===== config.mk =====
export PLATFORM = sky130hd
export DESIGN_NAME = mul_sequencer
export DESIGN_NICKNAME = d
export VERILOG_FILES = /design/src/rtl/legv8_pkg.sv /design/src/rtl/mul_sequencer.sv
export SDC_FILE = /design/constraint.sdc
export NUM_CORES = 1
export LEC_CHECK = 0
export BUFFER_PORTS_ARGS = -buffer_cell sky130_fd_sc_hd__buf_2
export CAP_MARGIN = 10
export CORE_MARGIN = 4
export CORE_UTILIZATION = 47
export CTS_CLUSTER_DIAMETER = 60
export DETAILED_ROUTE_END_ITERATION = 6
export HOLD_SLACK_MARGIN = 0.1
export PLACE_DENSITY = 0.77
export SETUP_SLACK_MARGIN = 0.1
export SLEW_MARGIN = 40
export SYNTH_ARGS = -nofsm -noshare
export SYNTH_HDL_FRONTEND = slang
export SYNTH_SLANG_ARGS = --single-unit

===== constraint.sdc =====
create_clock -name clk -period 2.1 [get_ports clk]
set_input_delay 0.42 -clock clk [delete_from_list [all_inputs] [get_ports clk]]
set_output_delay 0.42 -clock clk [all_outputs]
set_load 0.01 [all_outputs]

===== src/rtl/legv8_pkg.sv =====
// Shared LEGv8 definitions: ALU control encodings and the multiply sequencer state type.
package legv8_pkg;

   localparam logic [3:0] ALU_AND   = 4'b0000;
   localparam logic [3:0] ALU_OR    = 4'b0001;
   localparam logic [3:0] ALU_ADD   = 4'b0010;
   localparam logic [3:0] ALU_SUB   = 4'b0110;
   localparam logic [3:0] ALU_PASSB = 4'b0111;

   typedef enum logic [1:0] {
      IDLE,
      RUN,
      DONE
   } mul_state_t;

endpackage


===== src/rtl/mul_sequencer.sv =====
// Iterative shift-add multiplier controller that borrows the execute-stage ALU
// for each accumulate step and performs the operand shifts locally.
module mul_sequencer
   import legv8_pkg::*;
#(
   parameter int N = 64
) (
   input  logic         clk,
   input  logic         reset,
   input  logic         start,
   input  logic         abort,
   input  logic [N-1:0] mcand_in,
   input  logic [N-1:0] mplr_in,
   input  logic [N-1:0] alu_result,
   output logic [N-1:0] alu_a,
   output logic [N-1:0] alu_b,
   output logic [3:0]   alu_ctrl,
   output logic         busy,
   output logic         done,
   output logic [N-1:0] result
);

   localparam int CW = $clog2(N);

   mul_state_t      state_q;
   logic [N-1:0]    acc_q;
   logic [N-1:0]    mcand_q;
   logic [N-1:0]    mplr_q;
   logic [CW-1:0]   cnt_q;
   logic [N-1:0]    result_q;

   logic [N-1:0]    acc_d;
   logic            lastIter;

   // The add is only kept when the current multiplier bit is set.
   always_comb begin
      acc_d    = mplr_q[0] ? alu_result : acc_q;
      lastIter = (mplr_q[N-1:1] == '0) || (cnt_q == CW'(N - 1));
   end

   always_ff @(posedge clk or negedge reset) begin
      if (!reset) begin
         state_q  <= IDLE;
         acc_q    <= '0;
         mcand_q  <= '0;
         mplr_q   <= '0;
         cnt_q    <= '0;
         result_q <= '0;
      end else begin
         unique case (state_q)
            IDLE: begin
               if (start && !abort) begin
                  if (mplr_in != '0) begin
                     state_q <= RUN;
                     acc_q   <= '0;
                     mcand_q <= mcand_in;
                     mplr_q  <= mplr_in;
                     cnt_q   <= '0;
                  end else begin
                     state_q  <= DONE;
                     result_q <= '0;
                  end
               end
            end
            RUN: begin
               if (abort) begin
                  state_q <= IDLE;
               end else begin
                  acc_q   <= acc_d;
                  mcand_q <= mcand_q << 1;
                  mplr_q  <= mplr_q >> 1;
                  cnt_q   <= cnt_q + CW'(1);
                  if (lastIter) begin
                     state_q  <= DONE;
                     result_q <= acc_d;
                  end
               end
            end
            DONE: begin
               state_q <= IDLE;
            end
            default: begin
               state_q <= IDLE;
            end
         endcase
      end
   end

   // Outputs are pure state decodes so that start never reaches them combinationally.
   assign busy     = (state_q == RUN);
   assign done     = (state_q == DONE);
   assign alu_a    = busy ? acc_q : '0;
   assign alu_b    = busy ? mcand_q : '0;
   assign alu_ctrl = busy ? ALU_ADD : ALU_AND;
   assign result   = result_q;

endmodule


==> results.cfg <==
[synth]
synth_seq_area_share_pct = 49.4
netlist.area_leader.share_pct = 49.4
synth-seq-cells = 264
yosys.area.top_type = dfrtp_1
async_reset_ff_share_pct = 100
synthesis.area_um2 = 13400
synth_area_leaders = dfrtp_1 49%, and2_1 8.8%, mux2i_1 4.9%
avgSynthCellArea_um2 = 10.2
synth.distinct_cells = 41
synth_edf_count = 0
syn_inst = 1310
synth_common_cells = 264 x dfrtp_1, 188 x and2_1, 74 x nor2_1
ys.warnings.count = 0
synth-main-ff-cell = dfrtp_1
yosysMostFrequentCell = dfrtp_1

[placement]
preCtsSetupSlack_ns = -0.707
io_buffers = 390
dp_hpwl_mm = 29.0
place_congestion = 0.856
dpl.cell_count = 2109
dpl_cell_area_um2 = 16800

[power_and_ir_drop]
peakVddDrop_v = 0.000858
p_int_uw = 18800
power_frac_seq_pct = 32.2
combPwrFrac_pct = 49.7
switchingPower_uw = 11700
p_leak_uw = 0.0107
netSwitchingFraction_pct = 38.3
clkPwrFrac_pct = 18.1
powerDensity_nw_per_um2 = 1400

[critical_path]
r2r_end = result[41]
cp_slowest_cell = or4_4
cp_cell_sequence = nor4_2, nand4_1, or4_4, buf_8, buf_12, nand3_2, o211ai_1
crit_type = reg -> reg
path_depth = 7
rrSetupSlack_ns = -0.28
cp-endpoint = result[41]
arrival_ns = 2.79
crit_family = simple AND/OR/NAND/NOR gates
cp-start-kind = flop
critPathCaptureType = flop
reg2regPathDepth = 7
critical_path.startpoint = mplr_q[2]
max_stage_delay_ns = 0.62
worst-path-buf-inv = 2
cp_max_fo = 5
crit_required_ns = 2.51
regToRegStartpoint = mplr_q[2]

[detailed_routing]
totalWireLength_mm = 57.8
drtAntennaViolNets = 0
via_per_inst = 6.22
drtPass1Iterations = 6
wl_per_cell_um = 25.0
drt-initial-drc-count = 1520
num_vias = 14400
drc = 0

[run_status]
status = finished with violations
violations = negative setup slack

[global_route]
antenna_found_initial = 3
grt_usage_pct = 30.4
gr-total-overflow = 0
grt_pass1_wl_mm = 76.0
grt_max_degree = 66
grt_pass1_vias = 13500

[cts]
numCtsBuffers = 30
cts.sinks = 264
clock_latency_ns = 0.56
cts.path.max_buffers = 3
cts_root_buf = clkbuf_16
path_clk_slew_ns = 0.06
cts.htree.levels = 1
cts_tree = done

[sta]
clock.fmax_ghz = 0.420
hold_viol = 0
skew_ns = 0.0168
finalMaxSlewViolations = 0
grt_setup_unrepaired = yes
setup_tns_ns = -40.68
fin_hold_ws_ns = 0.120
setup_viol = 380
relSlewSlack_pct = 62.7
setup_ws_ns = -0.278
fin_crit_sh_pct = 113
final.min_clock_period_ns = 2.38
worst_pin_slew_ns = 0.558

[floorplanning]
dieArea_um2 = 31200
core-area_um2 = 27900
ios = 394
start_util_pct = 47.9
fp.dieW_um = 177
std_cell_rows = 61
fp.dieH_um = 177

[final_layout]
drive_gt1_share_pct = 48.2
layout.nets = 2102
layout.cells.non_filler = 2309
design_area_um2 = 21800
syn2layout_area_growth_pct = 62.6

[run]
drv_cap = 0

[min_path]
hp-class = in -> reg
==> metrics by stage <==
stage          util (%)  power (uW)
2_1_floorplan         -       15400
3_3_place_gp       60.2       19400
3_5_place_dp       60.2       19900
4_1_cts            72.0       27300
5_1_grt            77.9       31700
6_report           77.9       30500
==> power by group through the flow <==
stage          combinational, uW  clock [uW]  sequential (uW)
2_1_floorplan               6490           0             8960
3_3_place_gp               10200           0             9250
3_5_place_dp               10500           0             9370
4_1_cts                    12400        5520             9460
5_1_grt                    15900        5770            10100
6_report                   15100        5520             9810
==> layout make-up <==
class | count | area, um^2
Inverter | 72 | 283
Timing Repair Buffer | 684 | 6320
Multi-Input combinational cell | 853 | 7030
Fill cell | 1560 | 6170
Sequential cell | 264 | 6610
Antenna cell | 3 | 7.51
Clock inverter | 16 | 184
Tap cell | 378 | 473
Clock buffer | 39 | 856
==> kinds of logic after synthesis <==
family | share of synthesized area, %
other | 0.0280
AOI/OAI and AO/OA | 20.5
adders and majority gates | 0.0935
and+or+nand+nor | 18.8
DFF | 49.4
buffers and inverters | 6.19
muxes | 5.02
==> layout by cell type, fill, tap and decap left out, drive strengths merged, types with 64 or more instances in the layout <==
master and instances:
o21ai 67, o211ai 64, nor2 74, mux2i 66, nand3 65, buf 608
a21o 66, dfrtp 264, inv 73, and2 188
==> worst min-delay path by stage <==
stage | startpoint | to | slack [ns] | cells after the start
after floorplan | reset | acc_q[0] | 0.12 | 0
after global placement | reset | acc_q[27] | 0.38 | 1
after detailed placement | reset | acc_q[27] | 0.39 | 1
after CTS | mcand_in[38] | mcand_q[38] | 0.10 | 2
after global routing | mcand_in[0] | mcand_q[0] | 0.11 | 3
final | mcand_in[0] | mcand_q[0] | 0.12 | 3
==> state kept, by name, indices dropped and copies added, names as in the netlist <==
signal / flops
state_q: 2
result: 64
mplr_q: 64
acc_q: 64
mcand_q: 64
cnt_q: 6
==> worst reg2reg max path, delay by kind of cell (launching register included) <==
family / cells / cell delay [ns]
flip-flops: 1 / 0.44
AND/OR/NAND/NOR: 4 / 1.32
AO/OA/AOI/OAI: 1 / 0.13
buffers and inverters: 2 / 0.35
==> per-layer routing <==
layer  track usage, %  wire length (um)  up-vias
met5                0                 0        -
li1                 -                 -     6001
met1             39.2             20800     7053
met2             51.2             27800     1052
met4             11.9              3600        0
met3             5.34              5600      264
==> what timing repair did <==
action / 4_1_cts / 5_1_grt
endpoints found under the setup margin: 373 / 293
resized for setup: 196 / 218
pin swaps: 71 / 99
hold buffers: 56 / 1
setup buffers: 28 / 10
gates cloned: 23 / 27
hold endpoints to repair: 105 / 1
Power figures use the tool's default switching activity.
